### src/rtl/hazard_scoreboard_unit.sv
// ID-stage hazard/forwarding unit with a register scoreboard for one multi-cycle MUL/DIV unit.
// Define HAZ_PERF_CNT_EN to implement the stall_cnt / md_stall_cnt performance counters.
module hazard_scoreboard_unit #(
    parameter int unsigned REG_AW  = 5,
    parameter int unsigned NUM_SRC = 2,
    parameter int unsigned MD_LAT  = 4,
    parameter int unsigned CNT_W   = 16
) (
    input  logic                        clk,
    input  logic                        rst,
    input  logic                        id_valid,
    input  logic [NUM_SRC*REG_AW-1:0]   id_src_id,
    input  logic [NUM_SRC-1:0]          id_src_used,
    input  logic [REG_AW-1:0]           id_dst_id,
    input  logic                        id_wr_reg,
    input  logic                        id_is_md,
    input  logic                        e_wr_reg,
    input  logic                        e_mem_to_reg,
    input  logic [REG_AW-1:0]           e_dst_id,
    input  logic                        m_wr_reg,
    input  logic                        m_mem_to_reg,
    input  logic [REG_AW-1:0]           m_dst_id,
    output logic [2*NUM_SRC-1:0]        fwd_sel,
    output logic                        no_stall,
    output logic                        md_busy,
    output logic                        md_wb_valid,
    output logic [REG_AW-1:0]           md_wb_id,
    output logic [CNT_W-1:0]            stall_cnt,
    output logic [CNT_W-1:0]            md_stall_cnt
);

    localparam int unsigned NREG  = 1 << REG_AW;
    localparam int unsigned LAT_W = $clog2(MD_LAT + 1);

    logic [NREG-1:0]   pending_q, pending_d;
    logic [LAT_W-1:0]  md_cnt_q, md_cnt_d;
    logic [REG_AW-1:0] md_wb_id_q, md_wb_id_d;

    logic [REG_AW-1:0] src;
    logic              load_use, raw_hit, waw_hit, struct_hit, md_term, md_issue;

    assign md_busy     = (md_cnt_q != '0);
    assign md_wb_valid = (md_cnt_q == LAT_W'(1));
    assign md_wb_id    = md_wb_id_q;

    always_comb begin
        fwd_sel  = '0;
        src      = '0;
        load_use = 1'b0;
        raw_hit  = 1'b0;
        for (int unsigned k = 0; k < NUM_SRC; k++) begin
            src = id_src_id[k*REG_AW +: REG_AW];
            if (src != '0) begin
                // An EXE load has no data yet, so it falls through to the MEM check.
                if (e_wr_reg && !e_mem_to_reg && (e_dst_id == src)) begin
                    fwd_sel[2*k +: 2] = 2'b01;
                end else if (m_wr_reg && (m_dst_id == src)) begin
                    fwd_sel[2*k +: 2] = m_mem_to_reg ? 2'b11 : 2'b10;
                end
                if (id_src_used[k]) begin
                    if (e_wr_reg && e_mem_to_reg && (e_dst_id == src)) begin
                        load_use = 1'b1;
                    end
                    if (pending_q[src]) begin
                        raw_hit = 1'b1;
                    end
                end
            end
        end
        waw_hit    = id_wr_reg && (id_dst_id != '0) && pending_q[id_dst_id];
        struct_hit = id_is_md && md_busy;
        md_term    = id_valid && (raw_hit || waw_hit || struct_hit);
        no_stall   = !(md_term || (id_valid && load_use));
        md_issue   = id_valid && id_is_md && no_stall && (id_dst_id != '0);
    end

    always_comb begin
        pending_d  = pending_q;
        md_cnt_d   = md_cnt_q;
        md_wb_id_d = md_wb_id_q;
        if (md_busy) begin
            md_cnt_d = md_cnt_q - LAT_W'(1);
        end
        if (md_wb_valid) begin
            pending_d[md_wb_id_q] = 1'b0;
        end
        // Issue is refused while busy, so it never collides with the write-back clear.
        if (md_issue) begin
            pending_d[id_dst_id] = 1'b1;
            md_wb_id_d           = id_dst_id;
            md_cnt_d             = LAT_W'(MD_LAT);
        end
    end

    always_ff @(posedge clk) begin
        if (rst) begin
            pending_q  <= '0;
            md_cnt_q   <= '0;
            md_wb_id_q <= '0;
        end else begin
            pending_q  <= pending_d;
            md_cnt_q   <= md_cnt_d;
            md_wb_id_q <= md_wb_id_d;
        end
    end

`ifdef HAZ_PERF_CNT_EN
    logic [CNT_W-1:0] stall_cnt_q, stall_cnt_d, md_stall_cnt_q, md_stall_cnt_d;

    always_comb begin
        stall_cnt_d    = stall_cnt_q;
        md_stall_cnt_d = md_stall_cnt_q;
        if (id_valid && !no_stall && (stall_cnt_q != '1)) begin
            stall_cnt_d = stall_cnt_q + CNT_W'(1);
        end
        if (md_term && (md_stall_cnt_q != '1)) begin
            md_stall_cnt_d = md_stall_cnt_q + CNT_W'(1);
        end
    end

    always_ff @(posedge clk) begin
        if (rst) begin
            stall_cnt_q    <= '0;
            md_stall_cnt_q <= '0;
        end else begin
            stall_cnt_q    <= stall_cnt_d;
            md_stall_cnt_q <= md_stall_cnt_d;
        end
    end

    assign stall_cnt    = stall_cnt_q;
    assign md_stall_cnt = md_stall_cnt_q;
`else
    assign stall_cnt    = '0;
    assign md_stall_cnt = '0;
`endif

endmodule
### config.mk
export PLATFORM = sky130hd
export DESIGN_NAME = hazard_scoreboard_unit
export DESIGN_NICKNAME = d
export VERILOG_FILES = /design/src/rtl/hazard_scoreboard_unit.sv
export SDC_FILE = /design/constraint.sdc
export NUM_CORES = 1
export LEC_CHECK = 0
export CORE_ASPECT_RATIO = 0.75
export CORE_MARGIN = 8
export CORE_UTILIZATION = 38
export CTS_CLUSTER_SIZE = 14
export DETAILED_ROUTE_END_ITERATION = 10
export GPL_TIMING_DRIVEN = 0
export PLACE_DENSITY = 0.77
export SKIP_LAST_GASP = 1
export SYNTH_ARGS = -nofsm -noshare
export SYNTH_HDL_FRONTEND = slang
export SYNTH_SLANG_ARGS = --single-unit
export TNS_END_PERCENT = 10
### constraint.sdc
create_clock -name clk -period 2.55 [get_ports clk]
set_clock_uncertainty 0.1 [all_clocks]
set_input_delay 0.51 -clock clk [delete_from_list [all_inputs] [get_ports clk]]
set_output_delay 0.51 -clock clk [all_outputs]
set_load 0.01 [all_outputs]
==> flow_summary_export.csv, run 1 <==
group,metric,value,unit
placed_design,place_ws,-1.46,ns
detailed_routing,drc_errors,0,
placed_design,placed_cells,582,
clocking,clk_latency,0.29,ns
timing,maxSlewViolCount,0,
detailed_routing,final_antenna_net_count,0,
global_routing,grt_max_degree,14,
finish,nFillCells,787,
logic_synthesis,synth_fa_ha_area_frac,0.0109,
logic_synthesis,synth_edf_count,0,
logic_synthesis,synthFlopType,"dfxtp_1",
timing,rsz0062_at_grt,"yes",
worst_setup_path,arrival,2.10,ns
global_routing,antenna_found_initial,0,
die,io-pin-count,80,
logic_synthesis,ys_ff_latch,40,
clocking,path_clk_slew,0.06,ns
timing,fin_crit_sh,1.06,
run_status,violations,"setup timing",
placed_design,routabilityCongestion,0.940,
placed_design,dpl_cell_area,4110,µm²
die,die_area,12400,µm²
global_routing,grt.overflow.total,0,
placed_design,io_buffers,39,
clocking,cts_sinks,40,
clocking,cts_buffers,5,
logic_synthesis,synth_mux_area_frac,0.176,
logic_synthesis,synth_area,3450,µm²
logic_synthesis,synth-simple-area-share,0.253,
die,core_area,8930,µm²
timing,max_slew_margin,0.472,
detailed_routing,drt-initial-drc-count,350,
global_routing,grt_pass1_vias,3441,
logic_synthesis,synth_top_family_by_area,"simple AND/OR/NAND/NOR gates",
logic_synthesis,syn_inst,400,
clocking,cts_buffer_depth,2,
detailed_routing,detailroute.via_count,3536,
global_routing,grt_pass1_wl,18300,µm
logic_synthesis,synth.avg_cell_area,8.62,µm²
detailed_routing,drt_wl_total,11700,µm
timing,setup-violations-final,39,
worst_setup_path,worst-setup-path-type,"in2out",
finish,num-nets-final,540,
finish,stdcell_area,4700,µm²
timing,final_hold_viol_count,0,
run,cap_violations,0,
min_path,worstHoldPathType,"reg2reg",
timing,tightestPinTransition,0.792,ns
timing,max_freq,0.369,GHz
clocking,cts_root_buf,"clkbuf_16",
die,fp.dieW,126,µm
worst_setup_path,start_kind,"input pin",
timing,setup_slack,-0.158,ns
detailed_routing,wire_per_inst,19.0,µm
clocking,htreeDepth,2,
detailed_routing,drt-pass1-iter-count,5,
clocking,cts_tree,"yes",
worst_setup_path,cp_max_fo,8,
logic_synthesis,synth_compound_area_frac,0.149,
die,num_rows,30,
finish,n_antenna_cell,0,
die,initial_core_util,0.386,
pwr,p_per_area,438,nW/µm²
pwr,vdd_drop_max,0.279,mV
pwr,total_power,2.06,mW
clocking,ctsHoldBuffers,0,
timing,period_minus_slack,2.71,ns
logic_synthesis,synth_xor_xnor_area_share,0.0534,
worst_setup_path,endpoint_kind,"output pin",
run_status,status,"finished, violations left",
logic_synthesis,ys_seq_area_frac,0.232,
global_routing,grtUsageTotal,0.182,
finish,register_area,801,µm²
logic_synthesis,async_flop_share,0,
finish,fin_cells,614,
placed_design,place_hpwl,8370,µm
die,die_y,98.5,µm
logic_synthesis,yosysWarningCount,0,
timing,holdWs,0.418,ns
pwr,power_leakage,1.84,nW
logic_synthesis,ys_types,52,
finish,multi_input_area,2530,µm²
worst_setup_path,worst_ep_required_time,1.94,ns
finish,drive_gt1_frac,0.297,
detailed_routing,routed_via_density,5.76,
finish,area_growth,36.2,%
[synthesized netlist by cell type (all sizes together), types with 11 or more instances]
cell type  instances  share of area
buf               46          0.099
nand2b            11          0.020
o31ai             26          0.058
o21ai             23          0.033
xor2              12          0.030
mux2i             28          0.081
clkbuf            18          0.020
nand3b            25          0.054
mux4              12          0.078
nand2             30          0.033
nand3             11          0.016
dfxtp             40           0.23
nor2b             18          0.033
[report_power, final]
part | internal (mW) | total (mW) | switching [mW]
registers | 0.655 | 0.680 | 0.0258
clock network | 0.360 | 0.620 | 0.259
logic | 0.361 | 0.756 | 0.395
[cell families after synthesis]
kind of cell    count (synthesis)
buf+inv                        69
mux                            45
compound gates                 75
simple gates                  146
xor+xnor                       21
other cells                     1
flops                          40
fa+ha+maj                       3
[cell type report]
class	count	area share
sequential	40	0.171
inverter	5	0.00400
clock inverter	3	0.00400
tap	112	0.0298
multi-input combinational	322	0.538
buffer	63	0.107
clock buffer	5	0.0266
timing repair buffer	64	0.120
[what timing repair did]
item	in CTS	in global routing
gates cloned	1	1
gates resized for setup	101	29
setup buffers	22	1
pin swaps	16	7
endpoints found under the setup margin	44	44
[metrics by stage]
stage	setup TNS (ns)	util
3_3_place_gp	-43.88	0.460
5_1_grt	-5.98	0.526
2_1_floorplan	-3.41	-
4_1_cts	-2.83	0.515
3_5_place_dp	-44.36	0.460
6_report	-2.52	0.526
[final timing paths]
| kind | from | end | slack, ns | cells after the start |
|---|---|---|---|---|
| hold / removal | pending_q[8] | pending_q[8] | 0.42 | 2 |
| setup reg to reg | pending_q[7] | pending_q[23] | -0.04 | 8 |
| setup / recovery | id_src_id[4] | no_stall | -0.16 | 10 |
| hold reg to reg | pending_q[8] | pending_q[8] | 0.42 | 2 |
[placed cells by master, fill, tap and decap left out, drive strengths merged, types with 8 or more instances in the layout]
master / instances
buf: 76
dfxtp: 40
conb: 32
nand2: 30
mux2i: 28
o31ai: 26
clkbuf: 26
nand3b: 25
o21ai: 23
clkdlybuf4s50: 21
nor2b: 18
mux4: 12
xor2: 12
nand3: 11
nand2b: 11
xnor2: 9
nor2: 9
o22ai: 8
nor3: 8
[layer usage]
metal	track usage	share of wire
met3	0.0491	0.092
met2	0.308	0.50
met1	0.216	0.38
met4	0.0728	0.029
met5	0	0
[flip-flops by register name, indices dropped and copies added, names as in the netlist]
register   flops
md_cnt_q       3
md_wb_id       5
pending_q     32
[critical path: stages]
cell and delay [ns]:
buf_4 0.15, xor2_1 0.17, nor3_1 0.20, nand3_1 0.17, buf_4 0.18, buf_4 0.13
o221a_4 0.28, nand4_4 0.09, o21ai_1 0.08, buf_2 0.14
(Power assumes the default switching activity.)
==> inputs of run 2 (changes only) <==
Settings changed: CTS_CLUSTER_DIAMETER set to 80, HOLD_SLACK_MARGIN set to 0.12.
==> results of run 2 <==
Final layout, timing and power as in run 1 (identical DEF).
==> RTL edit (flow settings as in run 1) <==
The option `HAZ_PERF_CNT_EN` is turned on by a define.
--- a/src/rtl/hazard_scoreboard_unit.sv
+++ b/src/rtl/hazard_scoreboard_unit.sv
@@ -1,5 +1,7 @@
 // ID-stage hazard/forwarding unit with a register scoreboard for one multi-cycle MUL/DIV unit.
 // Define HAZ_PERF_CNT_EN to implement the stall_cnt / md_stall_cnt performance counters.
+`define HAZ_PERF_CNT_EN
+
 module hazard_scoreboard_unit #(
     parameter int unsigned REG_AW  = 5,
     parameter int unsigned NUM_SRC = 2,
Formal check against the unedited RTL: not equivalent (a bounded check fails within 4 cycles, from zero or initial values and one cycle with rst high).
==> RTL edit against run 1 <==
  * The run still ends with setup timing left
  * Die area increased by 34%
  * Non-clock buffer count decreased by 1
  * Critical endpoint unchanged
  * Sequential cell count increased by 32
  * Via count increased by 44%
  * Sequential power increased by 76%
  * Cell area increased by 37%
  * Wire length increased by 46%
  * Utilization decreased by 0.65 points
  * Global-route usage increased by 1.5 points
  * Worst setup slack got worse by 280 ps
  * Cell count increased by 32%
  * Total power increased by 69%
  * Highest routed layer unchanged
  * Area after synthesis increased by 40%
==> RTL edit: results (changes against run 1) <==
worst_setup_path:
  reg2regPathDepth: 9  # +1
  r2r_setup_slack_ps: -340  # -300 ps
  timing.rr.end: "pending_q[8]$_SDFF_PP0_"
  slowest_stage: "or3b_4"
  worstReg2RegStart: "pending_q[13]$_SDFF_PP0_"
  cp.arrival_ps: 2380  # +280 ps
  cp_slowest_stage_delay_ps: 440  # +160 ps
  startpoint: "id_dst_id[3]"
final_layout:
  nFillCells: 1126  # +43%
  nets: 678  # +26%
hold_path:
  hold_depth: 3  # +1
  hold_path.startpoint: "id_dst_id[2]"
  holdPathEnd: "md_wb_id[2]$_SDFFE_PP0P_"
  hp-class: "in2reg"
global_route:
  grt_max_degree: 12  # -2
  grtUsageMet1: 0.264  # +0.0488
  grt_pass1_wl_mm: 26.5  # +45%
  use_met2: 0.294  # -0.0142
  grt_pass1_vias: 4876  # +42%
logic_synthesis:
  ys_top_cells_by_area: "dfxtp_1 (30%), o21ai_0 (5.4%), mux2i_1 (5.0%), mux4_2 (4.2%), a21oi_1 (4.1%)"
  ys_top_cells_by_count: "dfxtp_1 (72), o21ai_0 (52), a21oi_1 (40), nand2_1 (25)"
  synth_cell_types: 70  # +35%
  ys_seq_area_frac: 0.298  # +0.0656
clock_network:
  htree_levels: 3  # +1
  numCtsBuffers: 9  # +4
  clk_latency_ps: 340  # +50 ps
place:
  numPortBuffers: 70  # +79%
  routabilityCongestion: 0.920  # -2.1%
  dpl.hpwl_mm: 12.0  # +43%
  dp_slack_ps: -1610  # -154 ps
detailed_routing:
  drt_iter0_drc: 565  # +61%
  dr.pass1.iters: 6  # +1
  route.met2.wl_mm: 7.48  # +29%
  drt_wl_total_mm: 17.0  # +46%
  via_count: 5091  # +44%
sta:
  worstMarginPinSlew_ps: 641  # -151 ps
  finalSetupViolCount: 75  # +92%
  fin_ws_ps: -440  # -282 ps
status:
  outcome: "complete, but fails checks"
  violations: "setup timing"
power_and_ir_drop:
  p_leak_nw: 2.15  # +17%
  switchingPower_w: 0.00102  # +51%
  clockPowerShare: 0.391  # +0.090
  ir_worst_vdd_mv: 0.377  # +35%
  p_clk_w: 0.00136  # +120%
==> RTL edit: logic make-up after synthesis <==
logic type               share of synthesized area
buffers and inverters                       0.0727
AND/OR/NAND/NOR                              0.246
AO/OA/AOI/OAI                                0.186
adder cells (fa/ha/maj)                     0.0129
flip-flops                                   0.298
XOR/XNOR                                    0.0380
multiplexers                                 0.147
==> RTL edit: through the flow <==
step / util / instances / setup TNS, ps / cell area, sq um / hold WS [ps]
after global routing: 0.519 / 808 / -23060 / 6410 / 403
after floorplan: - / 540 / -10460 / 4940 / 362
after global placement: 0.473 / 776 / -79290 / 5850 / 380
after detailed placement: 0.473 / 776 / -80890 / 5850 / 394
after CTS: 0.514 / 805 / -17220 / 6350 / 385
final: 0.519 / 808 / -16280 / 6410 / 392
==> RTL edit: worst max path at each step <==
stage	to	slack, ps	depth (start not counted)
6_report	no_stall	-440	10
5_1_grt	no_stall	-520	10
4_1_cts	no_stall	-440	10
3_5_place_dp	no_stall	-1610	10
3_3_place_gp	no_stall	-1610	9
2_1_floorplan	pending_q[1]$_SDFF_PP0_	-280	9
==> RTL edit: critical path: cells and delay by family <==
kind | cells | cell delay (ps)
simple gates | 3 | 620
buf+inv | 4 | 660
compound gates | 3 | 570
==> RTL edit: layout make-up <==
cell class / count / share of cell area
clock buffer: 13 / 0.0390
clock inverter: 3 / 0.0101
buffer: 40 / 0.0548
tap: 166 / 0.0324
inverter: 14 / 0.00820
multi-input combinational: 414 / 0.506
sequential: 72 / 0.226
timing repair buffer: 86 / 0.124
==> RTL edit: what timing repair did <==
action	4_1_cts	5_1_grt
buffers inserted	12	3
endpoints found under the setup margin	76	78
cloned	1	0
pin swaps	6	15
gates resized for setup	61	39
